==> src/rtl/vend_credit_fsm.sv <==
// ---------------------------------------------------------------------------
// vend_credit_fsm
//   Vending credit controller. Takes the coin code from the switch encoder
//   plus a coin-present level, and turns each new press into one credit
//   increment. When the credit reaches PRICE it issues a one-cycle vend
//   pulse and then a one-cycle change strobe. A cancel with non-zero credit
//   refunds the credit through the same change strobe, without vending.
//
// Ports
//   clk           in   system clock, rising edge
//   rst_n         in   synchronous active-low reset
//   coin_valid    in   high while any coin switch is pressed
//   coin_code     in   [1:0] denomination, meaningful when coin_valid=1
//   cancel        in   level, requests a refund of the held credit
//   credit        out  [CW-1:0] accumulated credit (registered)
//   busy          out  high in VEND or CHANGE
//   vend          out  one-cycle dispense pulse
//   change_valid  out  one-cycle strobe qualifying change_amt
//   change_amt    out  [CW-1:0] change/refund, zero outside the strobe
// ---------------------------------------------------------------------------
module vend_credit_fsm #(
  parameter int unsigned PRICE = 65,
  parameter int unsigned CW    = 8,
  parameter int unsigned VAL0  = 5,
  parameter int unsigned VAL1  = 10,
  parameter int unsigned VAL2  = 25,
  parameter int unsigned VAL3  = 100
) (
  input  logic          clk,
  input  logic          rst_n,
  input  logic          coin_valid,
  input  logic [1:0]    coin_code,
  input  logic          cancel,
  output logic [CW-1:0] credit,
  output logic          busy,
  output logic          vend,
  output logic          change_valid,
  output logic [CW-1:0] change_amt
);

  typedef enum logic [1:0] {
    IDLE    = 2'd0,
    COLLECT = 2'd1,
    VEND    = 2'd2,
    CHANGE  = 2'd3
  } state_e;

  localparam logic [CW-1:0] PRICE_C = CW'(PRICE);
  localparam logic [CW:0]   V0      = (CW+1)'(VAL0);
  localparam logic [CW:0]   V1      = (CW+1)'(VAL1);
  localparam logic [CW:0]   V2      = (CW+1)'(VAL2);
  localparam logic [CW:0]   V3      = (CW+1)'(VAL3);

  state_e        state_q;
  logic [CW-1:0] credit_q;
  logic          coin_prev_q;
  logic          vend_q;
  logic          busy_q;
  logic          chg_vld_q;
  logic [CW-1:0] chg_amt_q;

  logic          coin_evt;
  logic [CW:0]   coin_val;
  logic [CW:0]   credit_sum;
  logic [CW-1:0] credit_add_d;
  logic          below_price;

  // NOTE: every always_comb output gets a default before any branch, so no
  // path can leave it unassigned and infer a latch.
  always_comb begin
    coin_val = V0;
    case (coin_code)
      2'b00:   coin_val = V0;
      2'b01:   coin_val = V1;
      2'b10:   coin_val = V2;
      default: coin_val = V3;
    endcase
    coin_evt    = coin_valid & ~coin_prev_q;
    // One extra bit catches overflow; saturate to all-ones on carry out.
    credit_sum  = {1'b0, credit_q} + coin_val;
    credit_add_d = credit_sum[CW] ? {CW{1'b1}} : credit_sum[CW-1:0];
    below_price = (credit_q < PRICE_C);
  end

  // NOTE: state is updated with non-blocking assignments only, so every
  // right-hand side sees the pre-edge values regardless of statement order.
  always_ff @(posedge clk) begin
    if (!rst_n) begin
      state_q     <= IDLE;
      credit_q    <= '0;
      coin_prev_q <= 1'b0;
      vend_q      <= 1'b0;
      busy_q      <= 1'b0;
      chg_vld_q   <= 1'b0;
      chg_amt_q   <= '0;
    end else begin
      // The edge detector runs in every state, so a press during VEND or
      // CHANGE is consumed and cannot fire later.
      coin_prev_q <= coin_valid;
      vend_q      <= 1'b0;
      chg_vld_q   <= 1'b0;

      case (state_q)
        IDLE, COLLECT: begin
          if (state_q == COLLECT && !below_price) begin
            // Price reached: this cycle accepts neither coins nor cancel.
            state_q <= VEND;
            vend_q  <= 1'b1;
            busy_q  <= 1'b1;
          end else if (cancel) begin
            // Cancel beats a simultaneous coin; with no credit it is a no-op.
            if (credit_q != '0) begin
              state_q   <= CHANGE;
              chg_vld_q <= 1'b1;
              chg_amt_q <= credit_q;
              busy_q    <= 1'b1;
            end
          end else if (coin_evt) begin
            credit_q <= credit_add_d;
            state_q  <= COLLECT;
          end
        end

        VEND: begin
          state_q   <= CHANGE;
          chg_vld_q <= 1'b1;
          chg_amt_q <= credit_q - PRICE_C;
        end

        CHANGE: begin
          state_q   <= IDLE;
          credit_q  <= '0;
          chg_amt_q <= '0;
          busy_q    <= 1'b0;
        end

        default: begin
          state_q   <= IDLE;
          credit_q  <= '0;
          chg_amt_q <= '0;
          busy_q    <= 1'b0;
        end
      endcase
    end
  end

  assign credit       = credit_q;
  assign busy         = busy_q;
  assign vend         = vend_q;
  assign change_valid = chg_vld_q;
  assign change_amt   = chg_amt_q;

endmodule

==> config.mk <==
export PLATFORM = sky130hd
export DESIGN_NAME = vend_credit_fsm
export DESIGN_NICKNAME = d
export VERILOG_FILES = /design/src/rtl/vend_credit_fsm.sv
export SDC_FILE = /design/constraint.sdc
export NUM_CORES = 1
export LEC_CHECK = 0
export CAP_MARGIN = 10
export CORE_ASPECT_RATIO = 0.9
export CORE_UTILIZATION = 38
export CTS_BUF_LIST = sky130_fd_sc_hd__clkbuf_2
export DETAILED_ROUTE_END_ITERATION = 7
export PLACE_DENSITY = 0.64
export SLEW_MARGIN = 20
export SYNTH_ARGS = -nofsm -noshare
export SYNTH_HDL_FRONTEND = slang
export SYNTH_SLANG_ARGS = --single-unit
export TNS_END_PERCENT = 20
==> constraint.sdc <==
create_clock -name clk -period 2.9 [get_ports clk]
set_clock_uncertainty 0.2 [all_clocks]
set_input_delay 0.58 -clock clk [delete_from_list [all_inputs] [get_ports clk]]
set_output_delay 0.58 -clock clk [all_outputs]
set_load 0.005 [all_outputs]
==> out/qor_table.md, run 1 <==
| Group | Item | This run |
| --- | --- | --- |
| outcome | Status | completed |
| route | Met3 wire length | 165 µm |
| cells and area | Number of diodes added for antenna fixing | 0 |
| floorplanning | Die extent in x | 66.6 µm |
| clock network | Buffer type at the clock tree root | sky130_fd_sc_hd__clkbuf_2 |
| global routing | Leftover overflow at the end of global routing | 0 |
| timing | Maximum frequency from static timing analysis | 366 MHz |
| route | Routed Wire Length | 3.33 mm |
| global routing | Wire length of the first global-routing pass | 5.71 mm |
| synth | #FFs+latches synth | 22 |
| route | Via density per instance | 5.58 |
| synth | Largest area contributor in the netlist | sky130_fd_sc_hd__dfxtp_1 |
| power and ir drop | Static power due to leakage | 0.733 nW |
| clock network | Number of clock sinks | 22 |
| clock network | Clock edge transition at the registers on the reported setup and hold paths | 0.19 ns |
| placed design | Post-DP HPWL | 2.55 mm |
| timing | Fin crit period | 2.73 ns |
| synth | Top cells by area, synth | sky130_fd_sc_hd__dfxtp_1, sky130_fd_sc_hd__ha_1, sky130_fd_sc_hd__a21oi_1 |
| worst setup path | Worst EP arrival | 2.77 ns |
| floorplanning | Area of the die | 4010 µm² |
| timing | Measured slew at the worst slew-check pin | 0.479 ns |
| power and ir drop | Switch share | 35.3% |
| synth | Library cells used by synthesis | 42 |
| synth | Yosys warns | 0 |
| timing | Setup-failing EPs final | 0 |
| power and ir drop | Sequential share of power | 46.8% |
| route | Number of detailed-routing iterations run before antenna repair | 4 |
| worst setup path | WP data required | 2.94 ns |
| power and ir drop | Share of total power in the clock network | 13.7% |
| clock network | CTS Hold Buffers Added | 0 |
| worst setup path | Startpoint kind of the worst setup timing path | input pin |
| route | Uppermost metal layer occupied by signal nets | met4 |
| placed design | Port Buffers | 24 |
| synth | Syn avg cell area | 8.50 µm² |
| worst setup path | Endpoint type of the worst setup path | flop |
| placed design | Placer's final routability congestion estimate | 0.907 |
| clock network | Longest Clk Path Bufs | 2 |
| timing | Share of the clock period used by the worst path | 94.2% |
| cells and area | Final instance area | 1810 µm² |
| power and ir drop | Int Power | 0.549 mW |
| power and ir drop | Proportion of power drawn by combinational gates | 39.4% |
| worst setup path | Worst-case reg-to-reg path depth | 7 |
| route | Count of antenna-violating nets left after detailed routing | 0 |
| worst setup path | Worst Path Class, Setup | in -> reg |
| power and ir drop | Net load switching power | 0.300 mW |
| clock network | CTS H-Tree Depth | 1 |
| floorplanning | Starting density of the core | 41.0% |
| global routing | Antenna violations before repair | 0 |
| synth | Number of standard cells after synthesis | 168 |
| worst setup path | Launching element of the worst setup path | coin_code[1] |
| global routing | Number of global-route vias before repair | 1253 |
| route | Total DRC errors in the routed layout | 0 |
| route | Detailed-route wire length on metal 1 | 1.61 mm |
| worst setup path | Capture point of the worst reg-to-reg path | credit[7] |
| synth | Share of synthesized area occupied by flip-flops and latches | 30.9% |
| cells and area | Area growth, synth to finish | 26.7% |
| clock network | Num CTS Buffers | 3 |
| worst hold path | Worst Hold Class | reg -> reg |
| synth | Mapped Nets | 188 |
| timing | RSZ-0062 raised after global routing | no |
| floorplanning | Core Rows | 20 |
| route | Initial detailed-routing violation count | 56 |
| run | # Max-Cap Violations | 0 |
| placed design | Minimum setup slack after placement | -0.575 ns |
| worst setup path | Reg2reg start | credit[0] |
| worst setup path | Worst setup endpoint | credit[7] |
| timing | Number of failing hold endpoints at the final stage | 0 |
| route | Count of vias placed by the detailed router | 1345 |
| worst setup path | R2r setup slk | 0.63 ns |
| clock network | Clock insertion delay at the later pin of the skew report | 0.33 ns |
| power and ir drop | Largest voltage drop on the vdd net | 0.402 mV |
| synth | Area fraction of the dominant cell type after synthesis | 30.9% |
| global routing | GRT Resource Usage Total | 18.8% |
| power and ir drop | Power Dens Cells | 469 nW/µm² |
| synth | Post-synth design cell area | 1430 µm² |
| placed design | Placed inst area | 1740 µm² |
| floorplanning | Overall die height | 60.2 µm |
| route | Average wire per cell in the routed design | 13.8 µm |
| cells and area | Fraction of layout instances using a drive strength above 1 | 14.7% |
| global routing | Largest net degree at the start of global routing | 17 |
| timing | Count of pins over their slew limit | 0 |
| timing | Worst slew slack as a fraction of its limit | 68.0% |
| floorplanning | Number of primary I/O pins | 25 |
| worst setup path | Worst Path Max Fanout | 5 |
| clock network | TritonCTS clock tree | yes |
| cells and area | Net count of the finished layout | 219 |
| timing | Final Worst Setup Slack | 0.167 ns |
| floorplanning | CORE AREA | 3480 µm² |
| route | Met2 wirelength from detailed routing | 1.53 mm |
metrics by stage:
stage	utilization [%]	hold WS, ns	std cells	setup TNS (ns)	power (mW)
after detailed placement	50.1	0.284	237	-4.34	0.729
after global routing	52.0	0.356	241	0	0.917
after global placement	50.1	0.259	237	-3.34	0.718
final	52.0	0.316	241	0	0.849
after CTS	51.7	0.323	240	0	0.853
after floorplan	-	0.264	168	0	0.597
registers in the layout (all words and copies together) (netlist names):
| register | flops |
|---|---|
| coin_prev_q | 1 |
| state_q | 2 |
| credit | 8 |
| change_amt | 8 |
| change_valid | 1 |
| vend | 1 |
| busy | 1 |
how the worst min path moves through the flow:
stage | from | end | slack (ns) | cells after the start
2_1_floorplan | busy | busy | 0.26 | 2
3_3_place_gp | busy | busy | 0.26 | 2
3_5_place_dp | busy | busy | 0.28 | 2
4_1_cts | change_amt[5] | change_amt[5] | 0.32 | 2
5_1_grt | change_amt[7] | change_amt[7] | 0.36 | 1
6_report | change_amt[5] | change_amt[5] | 0.32 | 2
layout by cell type (no fill, tap or decap), drive strengths merged, types with 2 or more instances in the layout:
master         synthesis  layout
dfxtp                 22      22
clkdlybuf4s50          0      22
nor2                  22      22
a21oi                 17      17
ha                    13      13
buf                    4      11
inv                    9       9
nand3                  7       7
o21ai                  7       7
a311oi                 7       7
a211oi                 6       6
nand2                  6       6
xor2                   4       4
o221ai                 4       4
nor3                   3       3
o211a                  3       3
clkbuf                 5       3
nor3b                  2       2
a21o                   2       2
xnor2                  2       2
nand2b                 2       2
nor2b                  2       2
and2                   2       2
a22oi                  2       2
nor4                   2       2
a21boi                 2       2
timing repair:
| item | in CTS | in global routing |
|---|---|---|
| hold endpoints to repair | 0 | 0 |
| endpoints found under the setup margin | 8 | 8 |
| pin swaps | 1 | 5 |
| resized for setup | 8 | 3 |
| buffers inserted | 0 | 1 |
routing by layer:
metal  up-vias  global-route usage, %
met2        33                   29.7
li1        674                      -
met4         0                   4.56
met3         6                   5.15
met1       632                   25.3
met5         -                      0
power groups by stage:
stage | sequential, mW | clock (mW) | combinational [mW]
3_3_place_gp | 0.400 | 0 | 0.319
6_report | 0.398 | 0.117 | 0.335
5_1_grt | 0.407 | 0.134 | 0.376
4_1_cts | 0.397 | 0.121 | 0.334
2_1_floorplan | 0.385 | 0 | 0.212
3_5_place_dp | 0.404 | 0 | 0.326
synthesized netlist by cell type (all sizes together):
cell,number
nand3,7
fa,1
clkbuf,5
nand4b,1
nor2b,2
o211ai,1
dfxtp,22
a311o,1
xor2,4
buf,4
a32oi,1
nor4,2
o21ai,7
or3b,1
a21o,2
a22oi,2
nand2,6
a311oi,7
o21a,1
nor2,22
and2,2
ha,13
nand3b,1
nor3b,2
a31oi,1
o211a,3
o221ai,4
inv,9
a211oi,6
xnor2,2
a21boi,2
nor3,3
a21oi,17
and3,1
a31o,1
nand2b,2
cell families (layout without fill, tap and decap cells):
family	after synthesis	count (layout)	share of synthesized area (%)
AOI/OAI and AO/OA	56	56	27.5
DFF	22	22	30.8
and+or+nand+nor	52	52	19.0
buffers and inverters	18	47	6.13
xor gates and xnor gates	6	6	3.68
adders and majority gates	14	14	12.8
worst max-delay path, stage by stage:
cell	delay, ns
sky130_fd_sc_hd__dlygate4sd2_1	0.29
sky130_fd_sc_hd__inv_1	0.08
sky130_fd_sc_hd__ha_1	0.19
sky130_fd_sc_hd__nor2_1	0.08
sky130_fd_sc_hd__nor2_1	0.05
sky130_fd_sc_hd__ha_2	0.18
sky130_fd_sc_hd__fa_2	0.39
sky130_fd_sc_hd__a31oi_4	0.21
sky130_fd_sc_hd__o221ai_2	0.14
sky130_fd_sc_hd__a21o_1	0.21
sky130_fd_sc_hd__nor4_2	0.28
sky130_fd_sc_hd__nor3b_1	0.08
final cells by class:
cell class	count	area [µm²]
multi-input combinational	128	941
sequential	22	440
clock buffer	3	15.0
fill	329	1670
timing repair buffer	35	324
tap	44	55.1
inverter	9	33.8
No activity file was read; power rests on OpenSTA's default activity.
==> inputs of run 2 (changes only) <==
CORE_UTILIZATION = 49   (was 38)
PLACE_DENSITY = 0.79   (was 0.64)
==> run 2 against run 1 <==
  * Clock power about the same
  * Cell count shrank 0.83%
  * Design area up 0.21%
  * Core utilization is 14 points higher
  * Sequential share of layout area down 0.050 points
  * Global-route usage increased by 3.7 points
  * Critical path depth unchanged
  * Worst hold slack lost 0.0027 ns
  * Via count is 0.82% higher
  * Largest cell class unchanged
  * Largest power group unchanged
  * Highest routed layer unchanged
==> out/qor_table.md, run 2 (synthesis results as in run 1) <==
| Group | Item | This run |
| --- | --- | --- |
| placed design | Placer's final routability congestion estimate | 0.852 |
| worst setup path | Worst Path Class, Setup | in -> reg |
| cells and area | Leading cell types in the layout, fill and taps excluded | sky130_fd_sc_hd__dfxtp_1, sky130_fd_sc_hd__clkdlybuf4s50_1, sky130_fd_sc_hd__nor2_1 |
| power and ir drop | Largest voltage drop on the vdd net | 0.299 mV |
| clock network | Longest Clk Path Bufs | 2 |
| route | Met3 wire length | 153 µm |
| clock network | TritonCTS clock tree | yes |
| worst setup path | Endpoint type of the worst setup path | flop |
| clock network | Number of clock sinks | 22 |
| floorplanning | Area of the die | 3130 µm² |
| cells and area | Area growth, synth to finish | 27.0% |
| worst setup path | Worst Path Max Fanout | 5 |
| power and ir drop | Static power due to leakage | 0.739 nW |
| power and ir drop | Total power of the final layout | 0.854 mW |
| power and ir drop | Power Dens Cells | 471 nW/µm² |
| placed design | Port Buffers | 24 |
| floorplanning | CORE AREA | 2750 µm² |
| route | Routed Wire Length | 3.24 mm |
| cells and area | Utilization after layout | 66.0% |
| timing | Worst slew slack as a fraction of its limit | 70.1% |
| cells and area | Net count of the finished layout | 220 |
| cells and area | Final instance area | 1810 µm² |
| outcome | Status | completed |
| route | Number of detailed-routing iterations run before antenna repair | 4 |
| floorplanning | Overall die height | 53.2 µm |
| floorplanning | Starting density of the core | 52.0% |
| clock network | CTS H-Tree Depth | 1 |
| clock network | Clock edge transition at the registers on the reported setup and hold paths | 0.18 ns |
| route | Count of antenna-violating nets left after detailed routing | 0 |
| worst setup path | WP data required | 2.93 ns |
| timing | Share of the clock period used by the worst path | 95.0% |
| route | Total DRC errors in the routed layout | 0 |
| floorplanning | Die extent in x | 58.9 µm |
| timing | Number of failing hold endpoints at the final stage | 0 |
| global routing | Largest net degree at the start of global routing | 17 |
| timing | RSZ-0062 raised after global routing | no |
| clock network | CTS Hold Buffers Added | 0 |
| clock network | Num CTS Buffers | 3 |
| route | Count of vias placed by the detailed router | 1356 |
| route | Initial detailed-routing violation count | 28 |
| placed design | Placed inst area | 1750 µm² |
| timing | Count of pins over their slew limit | 0 |
| global routing | Number of global-route vias before repair | 1182 |
| route | Met2 wirelength from detailed routing | 1.53 mm |
| clock network | Post-CTS setup repair buffer count | 0 |
| global routing | Wire length of the first global-routing pass | 5.33 mm |
| floorplanning | Core Rows | 18 |
| cells and area | Fraction of layout instances using a drive strength above 1 | 14.6% |
| cells and area | Number of diodes added for antenna fixing | 0 |
| global routing | Antenna violations before repair | 0 |
| placed design | Minimum setup slack after placement | -0.581 ns |
| run | # Max-Cap Violations | 0 |
| route | Detailed-route wire length on metal 1 | 1.54 mm |
| route | Average wire per cell in the routed design | 13.6 µm |
| timing | Setup-failing EPs final | 0 |
| floorplanning | Number of primary I/O pins | 25 |
| global routing | GRT Resource Usage Total | 22.5% |
| worst setup path | Startpoint kind of the worst setup timing path | input pin |
| worst setup path | Worst EP arrival | 2.78 ns |
| route | Via density per instance | 5.67 |
| global routing | Leftover overflow at the end of global routing | 0 |
| clock network | Buffer type at the clock tree root | sky130_fd_sc_hd__clkbuf_2 |
| timing | Fin crit period | 2.76 ns |
| clock network | Clock insertion delay at the later pin of the skew report | 0.33 ns |
| placed design | Post-DP HPWL | 2.48 mm |
| route | Uppermost metal layer occupied by signal nets | met4 |
| timing | Final Worst Setup Slack | 0.145 ns |
| timing | Maximum frequency from static timing analysis | 363 MHz |
| timing | Measured slew at the worst slew-check pin | 0.448 ns |
| worst hold path | Worst Hold Class | reg -> reg |
-- run 2: critical path, stage by stage --
cell                            delay [ns]
sky130_fd_sc_hd__dlygate4sd2_1        0.28
sky130_fd_sc_hd__inv_1                0.08
sky130_fd_sc_hd__ha_1                 0.19
sky130_fd_sc_hd__nor2_1               0.08
sky130_fd_sc_hd__nor2_1               0.05
sky130_fd_sc_hd__ha_2                 0.18
sky130_fd_sc_hd__fa_2                 0.39
sky130_fd_sc_hd__a31oi_4              0.21
sky130_fd_sc_hd__o221ai_2             0.14
sky130_fd_sc_hd__a21o_1               0.20
sky130_fd_sc_hd__nor4_2               0.30
sky130_fd_sc_hd__nor3b_1              0.08
-- run 2: path summary, 6_finish.rpt --
check                                  start        end  slack [ns]  depth (start not counted)
worst max register to register     credit[0]  credit[7]        0.59                          7
worst max-delay path            coin_code[1]  credit[7]        0.14                         12
worst min register to register          busy       busy        0.31                          2
worst min-delay path                    busy       busy        0.31                          2
-- run 2: timing repair --
| item | in CTS | in global routing |
|---|---|---|
| pin swaps | 2 | 5 |
| resized for setup | 5 | 5 |
| endpoints found under the setup margin | 8 | 8 |
-- run 2: layer usage --
layer  vias up  track usage [%]
li1        683                -
met1       641             29.7
met2        30             38.3
met3         2             5.38
met4         0             2.78
met5         -                0
-- run 2: power breakdown --
group	total, mW	switching, mW	internal (mW)
sequential	0.396	0.0514	0.345
combinational	0.338	0.160	0.178
clock	0.120	0.0898	0.0300
-- run 2: per-stage QoR --
stage,hold WS (ns),instances,setup TNS (ns)
after floorplan,0.264,168,0
final,0.313,239,0
after detailed placement,0.281,235,-4.22
after global routing,0.350,239,0
after CTS,0.319,239,0
after global placement,0.262,235,-3.18
-- run 2: layout make-up --
class / instances / area (µm²)
Fill cell: 238 / 935
Multi-Input combinational cell: 128 / 938
Clock buffer: 3 / 15.0
Clock inverter: 1 / 3.75
Inverter: 9 / 33.8
Tap cell: 40 / 50.0
Sequential cell: 22 / 440
Timing Repair Buffer: 36 / 332
==> inputs of run 3 (changes only) <==
CORE_MARGIN = 10   (was unset)
MAX_ROUTING_LAYER = met4   (was unset)
==> run 3 against run 2 <==
  * Routed wire length increased by 12%
  * Maximum frequency decreased by 1.9%
  * Total power decreased by 0.63%
  * Core utilization decreased by 1.5 points
  * Via count increased by 0.52%
  * Design area decreased by 1.4%
  * Cell count decreased by 1.3%
  * Combinational power about the same
  * Sequential share of layout area increased by 0.36 points
  * Worst hold slack got worse by 0.0082 ns
  * Critical endpoint unchanged
  * Largest cell class unchanged
==> out/qor_table.md, run 3 (synthesis results as in run 1) <==
| Group | Item | This run |
| --- | --- | --- |
| placed design | Port Buffers | 24 |
| global routing | Largest net degree at the start of global routing | 17 |
| global routing | Leftover overflow at the end of global routing | 0 |
| timing | Number of failing hold endpoints at the final stage | 0 |
| route | Count of antenna-violating nets left after detailed routing | 0 |
| route | Routed Wire Length | 3.62 mm |
| clock network | Post-CTS setup repair buffer count | 0 |
| timing | Worst hold slack | 0.305 ns |
| placed design | Placer's final routability congestion estimate | 0.860 |
| timing | Measured slew at the worst slew-check pin | 0.445 ns |
| worst setup path | Worst EP arrival | 2.82 ns |
| route | Average wire per cell in the routed design | 15.3 µm |
| cells and area | Number of diodes added for antenna fixing | 0 |
| timing | Worst slew slack as a fraction of its limit | 70.3% |
| route | Total DRC errors in the routed layout | 0 |
| power and ir drop | Static power due to leakage | 0.719 nW |
| route | Initial detailed-routing violation count | 134 |
| timing | Count of pins over their slew limit | 0 |
| clock network | Number of gates given a new drive strength after cts | 10 |
| power and ir drop | Largest voltage drop on the vdd net | 0.399 mV |
| route | Via density per instance | 5.78 |
| worst setup path | R2r setup slk | 0.55 ns |
| power and ir drop | Total power of the final layout | 0.849 mW |
| clock network | CTS H-Tree Depth | 1 |
| floorplanning | Starting density of the core | 51.5% |
| power and ir drop | Power Dens Cells | 475 nW/µm² |
| placed design | Instance count after placement with tap cells included | 233 |
| clock network | Clock edge transition at the registers on the reported setup and hold paths | 0.17 ns |
| worst setup path | WP data required | 2.92 ns |
| clock network | Longest Clk Path Bufs | 2 |
| global routing | GRT Resource Usage Total | 13.8% |
| worst hold path | Worst Hold Class | reg -> reg |
| worst setup path | Worst Path Class, Setup | in -> reg |
| timing | Fin crit period | 2.81 ns |
| clock network | Num CTS Buffers | 3 |
| floorplanning | CORE AREA | 2770 µm² |
| cells and area | Net count of the finished layout | 218 |
| cells and area | Final cell count without fillers | 236 |
| worst setup path | Endpoint type of the worst setup path | flop |
| cells and area | Final instance area | 1790 µm² |
| timing | Setup-failing EPs final | 0 |
| floorplanning | Core Rows | 18 |
| timing | Share of the clock period used by the worst path | 96.8% |
| global routing | Number of global-route vias before repair | 1381 |
| run | # Max-Cap Violations | 0 |
| floorplanning | Overall die height | 71.2 µm |
| clock network | Clock insertion delay at the later pin of the skew report | 0.33 ns |
| floorplanning | Die extent in x | 76.9 µm |
| clock network | Buffer type at the clock tree root | sky130_fd_sc_hd__clkbuf_2 |
| worst setup path | Startpoint kind of the worst setup timing path | input pin |
| route | Count of vias placed by the detailed router | 1363 |
| global routing | Antenna violations before repair | 0 |
| timing | Maximum frequency from static timing analysis | 356 MHz |
| cells and area | Number of inserted filler cells in the final layout | 234 |
| worst setup path | Worst Path Max Fanout | 5 |
| floorplanning | Area of the die | 5480 µm² |
| cells and area | Area growth, synth to finish | 25.2% |
| placed design | Post-DP HPWL | 2.76 mm |
| global routing | Wire length of the first global-routing pass | 6.22 mm |
| clock network | Number of clock sinks | 22 |
| cells and area | Leading cell types in the layout, fill and taps excluded | sky130_fd_sc_hd__dfxtp_1, sky130_fd_sc_hd__clkdlybuf4s50_1, sky130_fd_sc_hd__nor2_1 |
| clock network | CTS Hold Buffers Added | 0 |
| route | Number of detailed-routing iterations run before antenna repair | 4 |
| cells and area | Fraction of layout instances using a drive strength above 1 | 13.8% |
| timing | RSZ-0062 raised after global routing | no |
| clock network | TritonCTS clock tree | yes |
| floorplanning | Number of primary I/O pins | 25 |
| placed design | Placed inst area | 1740 µm² |
| outcome | Status | completed |
## run 3: metal layers
metal  wire (µm)  global-route usage, %
met1        1590                   14.5
met2        1760                   23.8
met3         244                   5.30
met4          26                   3.92
met5           0                      -
## run 3: area by class of cell
class | instances | area [µm²] | area share [%]
clock buffer | 3 | 15.0 | 0.840
inverter | 9 | 33.8 | 1.89
multi-input combinational | 128 | 935 | 52.3
sequential | 22 | 440 | 24.6
tap | 40 | 50.0 | 2.80
timing repair buffer | 34 | 313 | 17.5
## run 3: path summary, 6_finish.rpt
path                to         start  cells past startpoint
max          credit[7]  coin_code[1]                     12
min               busy          busy                      2
max reg2reg  credit[7]     credit[0]                      7
min reg2reg       busy          busy                      2
## run 3: per-stage QoR
stage | TNS, ns | worst slack, ns | util (%)
6_report | 0 | 0.0916 | 64.5
5_1_grt | 0 | 0.0393 | 64.5
3_5_place_dp | -4.48 | -0.617 | 62.8
2_1_floorplan | 0 | 0.137 | -
3_3_place_gp | -3.18 | -0.422 | 62.8
4_1_cts | 0 | 0.162 | 64.5
## run 3: report_power, final
part	total, mW	internal (mW)	switching, mW
combinational	0.338	0.175	0.163
clock	0.114	0.0282	0.0858
sequential	0.396	0.345	0.0514
## run 3: critical path: stages
cell,delay [ns]
sky130_fd_sc_hd__dlygate4sd2_1,0.30
sky130_fd_sc_hd__inv_1,0.09
sky130_fd_sc_hd__ha_1,0.18
sky130_fd_sc_hd__nor2_1,0.08
sky130_fd_sc_hd__nor2_1,0.05
sky130_fd_sc_hd__ha_2,0.19
sky130_fd_sc_hd__fa_2,0.39
sky130_fd_sc_hd__a31oi_4,0.20
sky130_fd_sc_hd__o221ai_2,0.13
sky130_fd_sc_hd__a21o_1,0.21
sky130_fd_sc_hd__nor4_2,0.33
sky130_fd_sc_hd__nor3b_1,0.09
